**src/rtl/elevator_request_scheduler.sv**
```systemverilog
// Elevator request scheduler: latches car/hall calls, picks the next floor (collective control), times the door dwell.
// Optional FIRE_RECALL_EN adds a fire_recall input that forces the car to floor 0 and holds it there.
module elevator_request_scheduler #(
  parameter int unsigned DWELL_CYCLES = 4
) (
  input  logic       clk,
  input  logic       rst,
`ifdef FIRE_RECALL_EN
  input  logic       fire_recall,
`endif
  input  logic [7:0] car_call,
  input  logic [7:0] hall_call,
  input  logic [2:0] current_floor,
  output logic [2:0] target_floor,
  output logic       target_valid,
  output logic [1:0] direction,
  output logic [7:0] pending,
  output logic       arrive
);

  typedef enum logic [1:0] {IDLE, MOVE_UP, MOVE_DOWN, DWELL} state_t;

  localparam logic [1:0] DIR_IDLE = 2'b00;
  localparam logic [1:0] DIR_UP   = 2'b01;
  localparam logic [1:0] DIR_DN   = 2'b10;
  localparam logic [7:0] DWELL_LAST = 8'(DWELL_CYCLES - 1);

  state_t     state_q;
  logic [7:0] pending_q;
  logic [2:0] target_q;
  logic       target_valid_q;
  logic [1:0] dir_q;
  logic [1:0] last_dir_q;
  logic       arrive_q;
  logic [7:0] dwell_cnt_q;
`ifdef FIRE_RECALL_EN
  logic       recall_q;
`endif

  logic [7:0] cf_mask;
  logic [7:0] req_in;
  logic [7:0] req_eff;
  logic [7:0] pending_d;
  logic       up_found;
  logic       dn_found;
  logic [2:0] up_floor;
  logic [2:0] dn_floor;
  logic [2:0] up_dist;
  logic [2:0] dn_dist;

  always_comb begin
    cf_mask  = 8'b1 << current_floor;
    req_in   = car_call | hall_call;
    // While the doors are open at this floor, a fresh call for it is absorbed.
    req_eff  = (state_q == DWELL) ? (req_in & ~cf_mask) : req_in;
`ifdef FIRE_RECALL_EN
    if (fire_recall) req_eff = 8'h00;
`endif
    pending_d = pending_q | req_eff;
    up_found = 1'b0;
    up_floor = 3'd0;
    for (int i = 7; i >= 0; i--) begin
      if (pending_q[i] && (3'(i) > current_floor)) begin
        up_found = 1'b1;
        up_floor = 3'(i);
      end
    end
    dn_found = 1'b0;
    dn_floor = 3'd0;
    for (int i = 0; i < 8; i++) begin
      if (pending_q[i] && (3'(i) < current_floor)) begin
        dn_found = 1'b1;
        dn_floor = 3'(i);
      end
    end
    up_dist = up_floor - current_floor;
    dn_dist = current_floor - dn_floor;
  end

  always_ff @(posedge clk or negedge rst) begin
    if (!rst) begin
      state_q        <= IDLE;
      pending_q      <= 8'h00;
      target_q       <= 3'd0;
      target_valid_q <= 1'b0;
      dir_q          <= DIR_IDLE;
      last_dir_q     <= DIR_IDLE;
      arrive_q       <= 1'b0;
      dwell_cnt_q    <= 8'd0;
`ifdef FIRE_RECALL_EN
      recall_q       <= 1'b0;
`endif
    end else begin
      arrive_q  <= 1'b0;
      pending_q <= pending_d;
`ifdef FIRE_RECALL_EN
      if (fire_recall) begin
        recall_q    <= 1'b1;
        pending_q   <= 8'h00;
        target_q    <= 3'd0;
        last_dir_q  <= DIR_IDLE;
        dwell_cnt_q <= 8'd0;
        if (current_floor == 3'd0) begin
          if (state_q != DWELL) arrive_q <= 1'b1;
          state_q        <= DWELL;
          target_valid_q <= 1'b0;
          dir_q          <= DIR_IDLE;
        end else begin
          state_q        <= MOVE_DOWN;
          target_valid_q <= 1'b1;
          dir_q          <= DIR_DN;
        end
      end else if (recall_q) begin
        recall_q       <= 1'b0;
        state_q        <= IDLE;
        target_q       <= current_floor;
        target_valid_q <= 1'b0;
        dir_q          <= DIR_IDLE;
      end else
`endif
      begin
        case (state_q)
          IDLE: begin
            target_q       <= current_floor;
            target_valid_q <= 1'b0;
            dir_q          <= DIR_IDLE;
            if (pending_q[current_floor]) begin
              state_q     <= DWELL;
              arrive_q    <= 1'b1;
              pending_q   <= pending_d & ~cf_mask;
              dwell_cnt_q <= 8'd0;
              last_dir_q  <= DIR_IDLE;
            end else if (up_found && (!dn_found || (up_dist <= dn_dist))) begin
              state_q        <= MOVE_UP;
              target_q       <= up_floor;
              target_valid_q <= 1'b1;
              dir_q          <= DIR_UP;
            end else if (dn_found) begin
              state_q        <= MOVE_DOWN;
              target_q       <= dn_floor;
              target_valid_q <= 1'b1;
              dir_q          <= DIR_DN;
            end
          end

          MOVE_UP, MOVE_DOWN: begin
            if (current_floor == target_q) begin
              state_q        <= DWELL;
              arrive_q       <= 1'b1;
              pending_q      <= pending_d & ~cf_mask;
              dwell_cnt_q    <= 8'd0;
              last_dir_q     <= dir_q;
              target_valid_q <= 1'b0;
              dir_q          <= DIR_IDLE;
            end else if ((state_q == MOVE_UP) ? up_found : !dn_found && up_found) begin
              state_q        <= MOVE_UP;
              target_q       <= up_floor;
              dir_q          <= DIR_UP;
            end else if (dn_found) begin
              state_q        <= MOVE_DOWN;
              target_q       <= dn_floor;
              dir_q          <= DIR_DN;
            end else begin
              state_q        <= IDLE;
              target_q       <= current_floor;
              target_valid_q <= 1'b0;
              dir_q          <= DIR_IDLE;
            end
          end

          DWELL: begin
            target_q <= current_floor;
            if (|(req_in & cf_mask)) begin
              dwell_cnt_q <= 8'd0;
            end else if (dwell_cnt_q >= DWELL_LAST) begin
              dwell_cnt_q <= 8'd0;
              // Keep the prior heading while calls remain ahead, otherwise turn around.
              if ((last_dir_q == DIR_UP && up_found) ||
                  (last_dir_q == DIR_DN && !dn_found && up_found)) begin
                state_q        <= MOVE_UP;
                target_q       <= up_floor;
                target_valid_q <= 1'b1;
                dir_q          <= DIR_UP;
              end else if ((last_dir_q != DIR_IDLE) && dn_found) begin
                state_q        <= MOVE_DOWN;
                target_q       <= dn_floor;
                target_valid_q <= 1'b1;
                dir_q          <= DIR_DN;
              end else begin
                state_q <= IDLE;
              end
            end else begin
              dwell_cnt_q <= dwell_cnt_q + 8'd1;
            end
          end

          default: state_q <= IDLE;
        endcase
      end
    end
  end

  assign target_floor = target_q;
  assign target_valid = target_valid_q;
  assign direction    = dir_q;
  assign pending      = pending_q;
  assign arrive       = arrive_q;

endmodule

```
**config.mk**
```make
export PLATFORM = sky130hd
export DESIGN_NAME = elevator_request_scheduler
export DESIGN_NICKNAME = d
export VERILOG_FILES = /design/src/rtl/elevator_request_scheduler.sv
export SDC_FILE = /design/constraint.sdc
export NUM_CORES = 1
export LEC_CHECK = 0
export CORE_MARGIN = 2
export CORE_UTILIZATION = 37
export DETAILED_ROUTE_END_ITERATION = 10
export PLACE_DENSITY = 0.63
export SYNTH_ARGS = -nofsm -noshare
export SYNTH_HDL_FRONTEND = slang
export SYNTH_SLANG_ARGS = --single-unit
export TNS_END_PERCENT = 100
```
**constraint.sdc**
```tcl
create_clock -name clk -period 3.9 [get_ports clk]
set_input_delay 0.585 -clock clk [delete_from_list [all_inputs] [get_ports clk]]
set_output_delay 0.585 -clock clk [all_outputs]
set_load 0.02 [all_outputs]
```
* After elaboration in Yosys (flattened, before gate mapping)
Index checks and enable logic that the tools add are counted.
** Word-level totals
- Register bits :: 27
- Word-level logic and storage cells :: 176
- Output and inout port bits :: 15
- Bits of input ports :: 21
** Cells by class
- Add/subtract/negate cells :: 3
- Bitwise operators :: 6
- Shift operators :: 1
- Equality and inequality tests :: 15
- Muxes and demuxes :: 89
- Order comparisons :: 19
- Reductions and logical operators :: 35
** Operators by type and width (count)
- 3-bit two-way mux :: 23
- 8-bit two-way mux :: 7
- 2-bit two-way mux :: 19
- 1-bit two-way mux :: 31
- 8-bit bitwise AND :: 3
- 8-bit case mux with 3 select lines :: 1
- 1-bit logical AND :: 22
- 8-bit OR :: 2
- 8-bit case mux with 2 select lines :: 1
- 3-bit > comparator, first input constant :: 4
- 3-bit < comparator, first input constant :: 4
- 2-bit case mux with 3 select lines :: 2
- 3-bit case mux with 3 select lines :: 1
- 3-bit AND reduction :: 3
- 8-bit by 1-bit adder with 8-bit output, second input constant :: 1
- 8-bit by 2-bit >= comparator with 1-bit output, second input constant :: 1
- 2-bit inequality test, second input constant :: 4
- 8-bit NOT :: 1
- 8-bit OR reduction :: 1
- 1-bit by 3-bit << shifter with 8-bit output, first input constant :: 1
- 2-bit == test, second input constant :: 3
- 1-bit by 3-bit > comparator with 1-bit output, first input constant :: 2
- 2-bit by 3-bit > comparator with 1-bit output, first input constant :: 2
- 1-bit by 3-bit < comparator with 1-bit output, first input constant :: 2
- other kinds (21) :: 27

* Depth between registers and ports, before layout
- Word-level depth :: 18
- Gate-level depth with buffers :: 18
- Gate-level depth less buffers :: 16

* Worst setup path after synthesis
Ideal clock, no wire load.
- Path type :: input port to flip-flop
- Start point :: input port current_floor[1]
- End point :: register target_q[0] (netlist: target_floor[0])
- Path buffers :: 3
- Required time :: 3.806 ns
- Slack :: 0.288 ns
- Setup time :: 0.094 ns
- Cell stages on the path :: 15
- Arrival :: 3.518 ns
- Cells stage by stage :: buf_6 > buf_6 > buf_6 > a21oi_1 > or3_1 > a22o_1 > fa_1 > xnor2_1 > xnor2_1 > ha_1 > and3_1 > o32ai_4 > mux2i_1 > o211a_1 > a221oi_2
** On the way
- Cells in the longest elaborated chain, start to end :: 18
- Elaborated cells between the ends (all ways) :: 93
- Those cells by class :: add/sub: 2; order compare: 17; eq/ne: 2; shift: 1; mux: 44; bitwise: 1; reduce/logical: 26
** RTL lines
- start, declared :: line 13 : input logic [2:0] current_floor,
- parallel branches: the longest is 18 deep, another holds 3-bit > comparator
- end signal, assigned :: line 124 : target_q <= current_floor;
- end signal, assigned :: line 172 : target_q <= current_floor;
- end signal, assigned :: line 181 : target_q <= up_floor;
- end, declared :: line 30 : logic [2:0] target_q;
Parallel ways; which one is timed is not known. The select of a mux whose other input is x is not followed.
A chain may end at the register's enable or synchronous reset.

* Worst setup path in the final report
- Start point :: register pending_q[5] (netlist: pending[5])
- End point :: register state_q[0]
** On the way
- Cells in the longest elaborated chain, start to end :: 14
- Elaborated cells between the ends (all ways) :: 44
- Those cells by class :: add/sub: 2; order compare: 1; eq/ne: 1; mux: 29; reduce/logical: 11
** RTL lines
- start, declared :: line 29 : logic [7:0] pending_q;
- start signal, assigned :: line 95 : pending_q <= pending_d;
- start signal, assigned :: line 130 : pending_q <= pending_d & ~cf_mask;
- start signal, assigned :: line 150 : pending_q <= pending_d & ~cf_mask;
- 1-bit logical AND :: line 63 : if (pending_q[i] && (3'(i) > current_floor)) begin
- 3-bit two-way mux (6 in series) :: line 63
- 3-bit subtractor :: line 76 : up_dist = up_floor - current_floor;
- 3-bit less-or-equal comparator :: line 133 : end else if (up_found && (!dn_found || (up_dist <= dn_dist))) begin
- 1-bit logical OR :: line 133
- 1-bit logical AND :: line 133
- 2-bit two-way mux :: line 133
- 2-bit two-way mux :: line 127 : if (pending_q[current_floor]) begin
- 2-bit case mux with 3 select lines :: line 122 : case (state_q)
- end signal, assigned :: line 128 : state_q <= DWELL;
- end signal, assigned :: line 134 : state_q <= MOVE_UP;
- end signal, assigned :: line 139 : state_q <= MOVE_DOWN;
- end, declared :: line 28 : state_t state_q;
Parallel ways exist; a longest one is shown, timed or not. The select of a mux whose other input is x is not followed.

==> impl_metrics.json <==
{
  "status": "completed",
  "rsz0062_at_grt": "no",
  "ys_async_sr_fraction_pct": 100,
  "synth_top_cell_area_share_pct": 25.7,
  "startpoint_type": "flop",
  "ff2ff_setup_slack_ns": 0.30,
  "wl_mm": 7.93,
  "cts.sinks": 27,
  "ys_seq_elements": 27,
  "antenna_found_initial": 0,
  "drv_slew": 0,
  "rows": 30,
  "ys_dominant_reg_cell": "dfrtp_1",
  "relSlewSlack_pct": 57.4,
  "synthTopCellsByCount": "39 x nor2_1, 27 x a21oi_1, 27 x dfrtp_1",
  "dpl.cell_count": 475,
  "antenna_cells": 0,
  "netlist_area_um2": 2630,
  "ys_seq_area_share_pct": 25.7,
  "postSynthCellCount": 318,
  "initial_utilization_pct": 38.5,
  "cts-htree-levels": 1,
  "ys_warn_count": 0,
  "synth.distinct_cells": 74,
  "layout.nets": 416,
  "vdd_drop_max_v": 0.000441,
  "hold_class": "reg -> reg",
  "r2r_cells": 12,
  "die-area_um2": 7800,
  "routabilityCongestion": 0.908,
  "end_kind": "flop",
  "yosys-top-cells-area": "dfrtp_1 26%, nor2_1 5.6%, a21oi_1 5.1%, ha_1 4.8%, o21ai_0 3.8%",
  "dp_hpwl_mm": 6.05,
  "r2r-end": "state_q[0]",
  "crit_type": "reg -> reg",
  "cts-root-buf": "clkbuf_8",
  "drt_first_iter_violations": 157,
  "synth_nets": 350,
  "fin_cells": 479,
  "grt_max_degree": 28,
  "port_buffers": 35,
  "hold_violations": 0,
  "ios": 36,
  "cp-endpoint": "state_q[0]",
  "worst_pin_slew_ns": 0.636,
  "startpoint": "pending[5]",
  "period_share_pct": 92.3,
  "via_count": 2678,
  "cts_made_buffers": 3,
  "powerDensity_nw_per_um2": 708,
  "whs_ns": 0.517,
  "path_clk_slew_ns": 0.10,
  "utilization_pct": 49.5,
  "clock_skew_ns": 0.00212,
  "first_pass_iters": 5,
  "max_freq_mhz": 278,
  "die_x_um": 88.3,
  "clock_latency_ns": 0.29,
  "grt.overflow.total": 0,
  "post-route-drc-count": 0,
  "leakage_nw": 1.44,
  "cp_max_fo": 8,
  "grt_pass1_wl_mm": 13.1,
  "die_h_um": 88.3,
  "wl_per_cell_um": 16.6,
  "grt_pass1_vias": 2676,
  "cts_tree": "yes",
  "syn_area_per_cell_um2": 8.27,
  "syn2layout_area_growth_pct": 28.6,
  "setup_slack_ns": 0.301,
  "place_ws_ns": -0.264,
  "yosysTopAreaCell": "dfrtp_1",
  "setup_violations": 0,
  "ant_nets": 0,
  "required_ns": 4.08,
  "max_cap_viol_count": 0,
  "total_power_mw": 2.39,
  "drive_above_1_share_pct": 20.4,
  "viasPerCell": 5.59,
  "core_area_um2": 6830,
  "track_usage_pct": 21.5,
  "synth_edf_count": 0,
  "r2r_start": "pending[5]",
  "clockBufferDepth": 2,
  "hold_buffers": 0,
  "min_period_ns": 3.60,
  "synth_most_common_cell": "nor2_1",
  "cp.arrival_ns": 3.78
}
state kept, by name (all words and copies together), names as in the netlist:
| name | count |
|---|---|
| direction | 2 |
| dwell_cnt_q | 8 |
| target_floor | 3 |
| last_dir_q | 2 |
| arrive | 1 |
| pending | 8 |
| state_q | 2 |
| target_valid | 1 |
placed cells by master (no fill, tap or decap), types with 3 or more instances in the layout:
| cell | n |
|---|---|
| a21oi_1 | 27 |
| nor3_1 | 4 |
| inv_1 | 13 |
| dlymetal6s2s_1 | 3 |
| o21a_1 | 6 |
| xor2_1 | 3 |
| nand2_1 | 21 |
| nor2_1 | 39 |
| ha_1 | 10 |
| nor3b_1 | 3 |
| mux2_2 | 3 |
| xnor2_1 | 4 |
| mux2i_1 | 5 |
| and3_1 | 3 |
| a31oi_1 | 5 |
| o21ai_2 | 3 |
| o21ai_0 | 19 |
| clkbuf_8 | 3 |
| o21ai_1 | 5 |
| a22oi_1 | 3 |
| a221oi_1 | 3 |
| a21o_1 | 4 |
| clkdlybuf4s50_1 | 32 |
| dfrtp_1 | 26 |
| o221ai_1 | 4 |
| o22a_1 | 5 |
| buf_4 | 44 |
| nor2b_1 | 4 |
| a21oi_2 | 3 |
| o22ai_1 | 6 |
| nand3_1 | 10 |
cell type report:
type                            count  area [um^2]
Clock buffer                        3         41.3
Multi-Input combinational cell    258         1790
Fill cell                         686         3450
Sequential cell                    27          677
Inverter                           15         56.3
Clock inverter                      1         8.76
Tap cell                           96          120
Timing Repair Buffer               79          688
critical path, cell delays in order, from the launching register on:
cell and delay (ns):
dfrtp_1 0.57, nor2_1 0.17, or3_1 0.37, a22o_1 0.25, fa_1 0.42, xnor2_1 0.19
xnor2_1 0.14, ha_1 0.25, and3_1 0.20, o32ai_4 0.39, buf_4 0.19, a32oi_1 0.05
mux2_1 0.30
worst min path at each step:
| stage | start | endpoint | cells past startpoint |
|---|---|---|---|
| finish | target_valid | target_valid | 1 |
| CTS | target_valid | target_valid | 1 |
| global placement | target_valid | target_valid | 1 |
| global route | target_valid | target_valid | 1 |
| floorplan | rst | arrive | 0 |
| detailed placement | target_valid | target_valid | 1 |
power by group:
part	leakage [nW]	internal, mW	switching, mW
Sequential	0.328	0.383	0.141
Combinational	1.09	0.750	0.944
Clock	0.0261	0.0754	0.102
layer usage:
layer  up-vias  routed length [um]  part of all wire, %  global-route usage [%]
li1       1314                   -                    -                       -
met4         0                  73                 0.92                    5.92
met5         -                   0                    0                       0
met1      1280                3610                   46                    28.9
met3         7                 402                  5.1                    2.33
met2        77                3850                   48                    36.9
metrics by stage:
stage	cell area, um^2	setup TNS [ns]
finish	3380	0
global placement	3320	-1.39
global route	3380	0
CTS	3370	0
detailed placement	3320	-1.39
floorplan	2630	0
kinds of logic (layout without fill, tap and decap cells):
kind of cell / count (synthesis) / after routing / synth area share [%]
AOI/OAI and AO/OA: 122 / 122 / 33.9
adders and majority gates: 11 / 11 / 5.52
buffers and inverters: 33 / 98 / 6.23
DFF: 27 / 27 / 25.7
xor gates and xnor gates: 7 / 7 / 2.33
muxes: 13 / 13 / 6.04
and+or+nand+nor: 105 / 105 / 20.3
timing repair:
action,in CTS,in global routing
buffers inserted,0,0
resized for setup,0,6
setup endpoints to repair,0,7
Power figures use the tool's default switching activity.
